--- config.mk ---
export PLATFORM = sky130hd
export DESIGN_NAME = direction_uart_tx
export DESIGN_NICKNAME = d
export VERILOG_FILES = /design/src/rtl/direction_uart_tx.sv
export SDC_FILE = /design/constraint.sdc
export NUM_CORES = 1
export LEC_CHECK = 0
export ABC_AREA = 0
export ABC_CLOCK_PERIOD_IN_PS = 2200
export CAP_MARGIN = 5
export CORE_ASPECT_RATIO = 1.1
export CORE_MARGIN = 2
export CORE_UTILIZATION = 40
export CTS_BUF_LIST = sky130_fd_sc_hd__clkbuf_4 sky130_fd_sc_hd__clkbuf_8
export CTS_CLUSTER_DIAMETER = 150
export CTS_CLUSTER_SIZE = 24
export DETAILED_ROUTE_END_ITERATION = 8
export RECOVER_POWER = 25
export SYNTH_ARGS = -nofsm -noshare
export SYNTH_HDL_FRONTEND = slang
export SYNTH_SLANG_ARGS = --single-unit
--- constraint.sdc ---
create_clock -name clk -period 2.2 [get_ports clk]
set_clock_uncertainty 0.05 [all_clocks]
set_input_delay 0.55 -clock clk [delete_from_list [all_inputs] [get_ports clk]]
set_output_delay 0.55 -clock clk [all_outputs]
set_load 0.03 [all_outputs]
--- src/rtl/direction_uart_tx.sv ---
// Turns the camera classifier's per-frame orange/direction result into one ASCII
// byte on a UART 8N1 line, sent only after the result has held for STABLE_FRAMES frames.
module direction_uart_tx #(
  parameter int CLKS_PER_BIT  = 434,
  parameter int STABLE_FRAMES = 3
) (
  input  logic       clk,
  input  logic       reset,
  input  logic       VSYNC,
  input  logic       orangeDetected,
  input  logic [1:0] direction,
  output logic       tx,
  output logic       busy,
  output logic [1:0] stable_direction
);

  localparam int              BAUD_W    = $clog2(CLKS_PER_BIT);
  localparam logic [BAUD_W-1:0] BAUD_LAST = BAUD_W'(CLKS_PER_BIT - 1);
  localparam logic [3:0]      STABLE_N  = 4'(STABLE_FRAMES);

  typedef enum logic [1:0] {
    S_IDLE,
    S_START,
    S_DATA,
    S_STOP
  } state_t;

  function automatic logic [7:0] byte_of(input logic [1:0] code);
    case (code)
      2'b01:   byte_of = 8'h52;  // 'R'
      2'b10:   byte_of = 8'h43;  // 'C'
      2'b11:   byte_of = 8'h4C;  // 'L'
      default: byte_of = 8'h4E;  // 'N'
    endcase
  endfunction

  // Frame sampling and stability filter
  logic       vsync_q;
  logic       frame_edge;
  logic [1:0] frame_code;
  logic [1:0] candidate;
  logic [3:0] count;

  assign frame_edge = VSYNC & ~vsync_q;
  assign frame_code = orangeDetected ? direction : 2'b00;

  // NOTE: state registers use non-blocking assignments so every flop samples
  // the pre-edge values of the others, regardless of block ordering.
  always_ff @(posedge clk) begin
    if (reset) begin
      vsync_q   <= 1'b0;
      candidate <= 2'b00;
      count     <= 4'd0;
    end else begin
      vsync_q <= VSYNC;
      if (frame_edge) begin
        if (frame_code == candidate) begin
          if (count != STABLE_N) count <= count + 4'd1;
        end else begin
          candidate <= frame_code;
          count     <= 4'd1;
        end
      end
    end
  end

  // Qualification and the depth-1 pending slot
  logic       qualify;
  logic       load;
  logic       pending;
  logic [1:0] pending_code;
  logic [1:0] last_sent;
  logic       sent_any;

  assign qualify = (count == STABLE_N) && (!sent_any || (candidate != last_sent));

  always_ff @(posedge clk) begin
    if (reset) begin
      pending          <= 1'b0;
      pending_code     <= 2'b00;
      last_sent        <= 2'b00;
      sent_any         <= 1'b0;
      stable_direction <= 2'b00;
    end else if (qualify) begin
      // A fresh qualification outranks the FSM consuming the slot this cycle.
      pending          <= 1'b1;
      pending_code     <= candidate;
      stable_direction <= candidate;
      last_sent        <= candidate;
      sent_any         <= 1'b1;
    end else if (load) begin
      pending <= 1'b0;
    end
  end

  // UART transmitter
  state_t              state_q, state_d;
  logic [BAUD_W-1:0]   baud_q, baud_d;
  logic [2:0]          bit_q, bit_d;
  logic [7:0]          shift_q, shift_d;
  logic                baud_done;

  assign baud_done = (baud_q == BAUD_LAST);

  always_ff @(posedge clk) begin
    if (reset) begin
      state_q <= S_IDLE;
      baud_q  <= '0;
      bit_q   <= 3'd0;
      shift_q <= 8'hFF;
    end else begin
      state_q <= state_d;
      baud_q  <= baud_d;
      bit_q   <= bit_d;
      shift_q <= shift_d;
    end
  end

  // NOTE: every signal written here gets a default first, so no path through
  // the case statement can leave one unassigned and infer a latch.
  always_comb begin
    state_d = state_q;
    baud_d  = baud_q;
    bit_d   = bit_q;
    shift_d = shift_q;
    load    = 1'b0;
    tx      = 1'b1;
    busy    = 1'b1;

    unique case (state_q)
      S_IDLE: begin
        busy = 1'b0;
        if (pending) begin
          load    = 1'b1;
          shift_d = byte_of(pending_code);
          baud_d  = '0;
          state_d = S_START;
        end
      end

      S_START: begin
        tx = 1'b0;
        if (baud_done) begin
          baud_d  = '0;
          bit_d   = 3'd0;
          state_d = S_DATA;
        end else begin
          baud_d = baud_q + 1'b1;
        end
      end

      S_DATA: begin
        tx = shift_q[0];
        if (baud_done) begin
          baud_d  = '0;
          shift_d = shift_q >> 1;
          if (bit_q == 3'd7) state_d = S_STOP;
          else               bit_d   = bit_q + 3'd1;
        end else begin
          baud_d = baud_q + 1'b1;
        end
      end

      S_STOP: begin
        if (baud_done) begin
          baud_d = '0;
          // Chain straight into the next start bit so back-to-back bytes leave no idle gap.
          if (pending) begin
            load    = 1'b1;
            shift_d = byte_of(pending_code);
            state_d = S_START;
          end else begin
            state_d = S_IDLE;
          end
        end else begin
          baud_d = baud_q + 1'b1;
        end
      end
    endcase
  end

endmodule

==> flow_summary.ini <==
[final_layout]
drive_above_1_share_pct = 12.2
area_growth_pct = 15.2
nets = 239
utilization_pct = 47.5
diodes = 0

[floorplanning]
initial_core_util_pct = 41.2
fp.dieW_um = 67.1
rows = 25
die-area_um2 = 4930
io_pins = 10
die_h_um = 73.5
core-area_um2 = 4250

[timing]
fin_crit_sh_pct = 94.6
rsz0062_at_grt = false
worst_hold_slack_ns = 0.413
finalHoldViolations = 0
worst_pin_slew_ns = 0.773
setup_tns_ns = 0
max_freq_mhz = 480
drv_slew = 0
slew_headroom_pct = 48.4
finalSetupViolations = 0
fin_crit_ns = 2.08

[critical_path]
crit_arrival_ns = 1.48
cpPeakStageDelay_ns = 0.41
crit_fanout = 5
cp-end-kind = output pin
path_buf_inv = 3
path_common_cell = inv_1
path_class = reg -> out
cp_num_cells = 4
cpLargestDelayFamily = buffers and inverters
r2r_cells = 5
cp_data_required_time_ns = 1.60
critPathSlowestCell = dfxtp_1
start_kind = flop
worstPathCellList = inv_1 > ha_1 > inv_1 > dlygate4sd2_1

[yosys]
ys_seq_area_share_pct = 37.7
syn_inst = 201
syn_area_um2 = 1750
synth-seq-cells = 33
yosysWarnings = 0
syn_nets = 220
syn-mean-instance-area_um2 = 8.73
ys_types = 44

[power_and_ir_drop]
powerDensity_nw_per_um2 = 726
p_leak_uw = 0.000802
ir_drop_mv = 0.318

[clock_network]
cts_buffers = 5
clk_latency_ns = 0.28
cts_tree = yes
holdBufCountCts = 0
cts-root-buf = clkbuf_8
clkTransAtPathRegs_ns = 0.07
clock_path_buffers = 2
htree_levels = 2
cts.sinks = 33

[routing]
num_vias = 1440
wl_per_cell_um = 11.9
ant_nets = 0
vias_per_cell = 5.24
first_iter_violations = 70
drcViolationCount = 0
dr.pass1.iters = 4
wl_um = 3270

[grt]
grt_pass1_wl_um = 5870
grt_pass1_vias = 1406
antenna_found_initial = 0
grt_max_degree = 20
grt_overflow_total = 0
grt_util_all_layers_pct = 15.2

[run]
drv_cap = 0

[outcome]
status = completed

[min_path]
whs_path_depth = 2
hold_class = reg -> reg

[place]
place.gp.congestion = 0.762
dpl.hpwl_um = 2440
io_buffers = 9
-- layout by cell type, fill, tap and decap left out, types with 3 or more instances in the layout --
| cell type | n |
|---|---|
| dfxtp_1 | 33 |
| nor2_1 | 28 |
| nand2_1 | 17 |
| a21oi_1 | 13 |
| ha_1 | 13 |
| buf_4 | 10 |
| inv_1 | 7 |
| a211oi_1 | 6 |
| xor2_1 | 6 |
| nand3_1 | 6 |
| o21ai_0 | 6 |
| clkdlybuf4s50_1 | 6 |
| mux2i_1 | 5 |
| clkbuf_8 | 5 |
| nor2b_1 | 4 |
| nand4_1 | 4 |
| or2_2 | 3 |
| and2_1 | 3 |
| nand2b_1 | 3 |
| xnor2_1 | 3 |
-- path summary, 6_finish.rpt --
| path | start | to | slack, ns |
|---|---|---|---|
| hold reg to reg | bit_q[1]$_SDFFE_PP0P_ | bit_q[1]$_SDFFE_PP0P_ | 0.41 |
| hold / removal | bit_q[1]$_SDFFE_PP0P_ | bit_q[1]$_SDFFE_PP0P_ | 0.41 |
| setup reg to reg | state_q[0]$_SDFFE_PP0P_ | shift_q[5]$_SDFFE_PP1P_ | 0.27 |
| setup / recovery | state_q[1]$_SDFFE_PP0P_ | busy | 0.12 |
-- tightest hold or removal path, delay by kind of cell, from the launching register on --
family           cells  cell delay, ns
AO/OA/AOI/OAI        1            0.05
flip-flops           1            0.32
AND/OR/NAND/NOR      1            0.05
-- state kept, by name, summed over array words and instances (netlist names) --
register   count
shift_q        8
sent_any       1
vsync_q        1
count          4
candidate      2
baud_q         9
last_sent      2
pending        1
state_q        2
bit_q          3
-- metrics by stage --
stage | std cells | setup slack (ns) | total power (uW) | cell area [um^2]
6_report | 275 | 0.118 | 1470 | 2020
5_1_grt | 275 | 0.0253 | 1560 | 2020
4_1_cts | 273 | 0.0210 | 1480 | 2010
3_5_place_dp | 265 | 0.0567 | 1040 | 1920
3_3_place_gp | 265 | 0.0994 | 1040 | 1920
2_1_floorplan | 201 | 0.268 | 938 | 1750
-- synth_stat cells (all sizes together) --
| cell type | instances | share of area [%] |
|---|---|---|
| nor2 | 28 | 6.0 |
| xor2 | 6 | 3.0 |
| a31oi | 2 | 0.71 |
| a221o | 1 | 0.57 |
| or4 | 2 | 0.86 |
| and4b | 1 | 0.64 |
| nor3b | 2 | 1.1 |
| nand2b | 3 | 1.1 |
| o31ai | 2 | 0.86 |
| dfxtp | 33 | 38 |
| a211o | 2 | 1.0 |
| nor4bb | 1 | 0.57 |
| a311o | 1 | 0.57 |
| nor2b | 4 | 1.4 |
| ha | 13 | 9.3 |
| mux2i | 5 | 2.9 |
| o21a | 2 | 0.86 |
| a22oi | 1 | 0.43 |
| o311a | 2 | 1.1 |
| and3 | 1 | 0.36 |
| nand4 | 4 | 1.4 |
| a21oi | 13 | 3.7 |
| clkbuf | 4 | 0.86 |
| nand3 | 6 | 1.7 |
| inv | 8 | 1.7 |
| nand4b | 1 | 0.50 |
| xnor2 | 3 | 1.5 |
| and2 | 3 | 1.1 |
| a2bb2oi | 2 | 1.0 |
| o21ai | 7 | 2.0 |
| and4bb | 1 | 0.93 |
| o2111ai | 1 | 0.50 |
| a211oi | 6 | 2.6 |
| nand2 | 18 | 4.3 |
| a21o | 1 | 0.50 |
| or2 | 3 | 1.1 |
| buf | 3 | 1.7 |
| or3 | 2 | 0.71 |
| a221oi | 2 | 1.0 |
| nor3 | 1 | 0.29 |
-- cells by family after synthesis --
| family | Yosys count | synth area share (%) |
|---|---|---|
| buffers and inverters | 15 | 4.28 |
| AO/OA/AOI/OAI | 45 | 17.4 |
| flip-flops | 33 | 37.7 |
| multiplexers | 5 | 2.85 |
| adder cells (fa/ha/maj) | 13 | 9.27 |
| XOR/XNOR | 9 | 4.49 |
| AND/OR/NAND/NOR | 81 | 24.0 |
-- power breakdown --
| part | internal [uW] | leakage [uW] | switching (uW) |
|---|---|---|---|
| Clock | 218 | 0.0000439 | 229 |
| Sequential | 631 | 0.000267 | 35.0 |
| Combinational | 146 | 0.000491 | 208 |
-- layer usage --
metal	track usage (%)	wire, um
met1	18.0	1560
met2	26.5	1560
met3	4.59	108
met4	4.08	38
met5	0	0
-- area by class of cell --
type	count	area (um^2)
clock inverters	3	17.5
clock buffers	5	68.8
well taps	54	67.6
flip-flops and latches	33	661
inverters	8	30.0
fillers	441	2230
repair buffers	19	158
multi-input cells	153	1020
-- timing repair --
item                                    CTS  global route
buffers inserted                          0             2
resized for setup                         1             1
endpoints found under the setup margin    1             1
(Power assumes the default switching activity.)
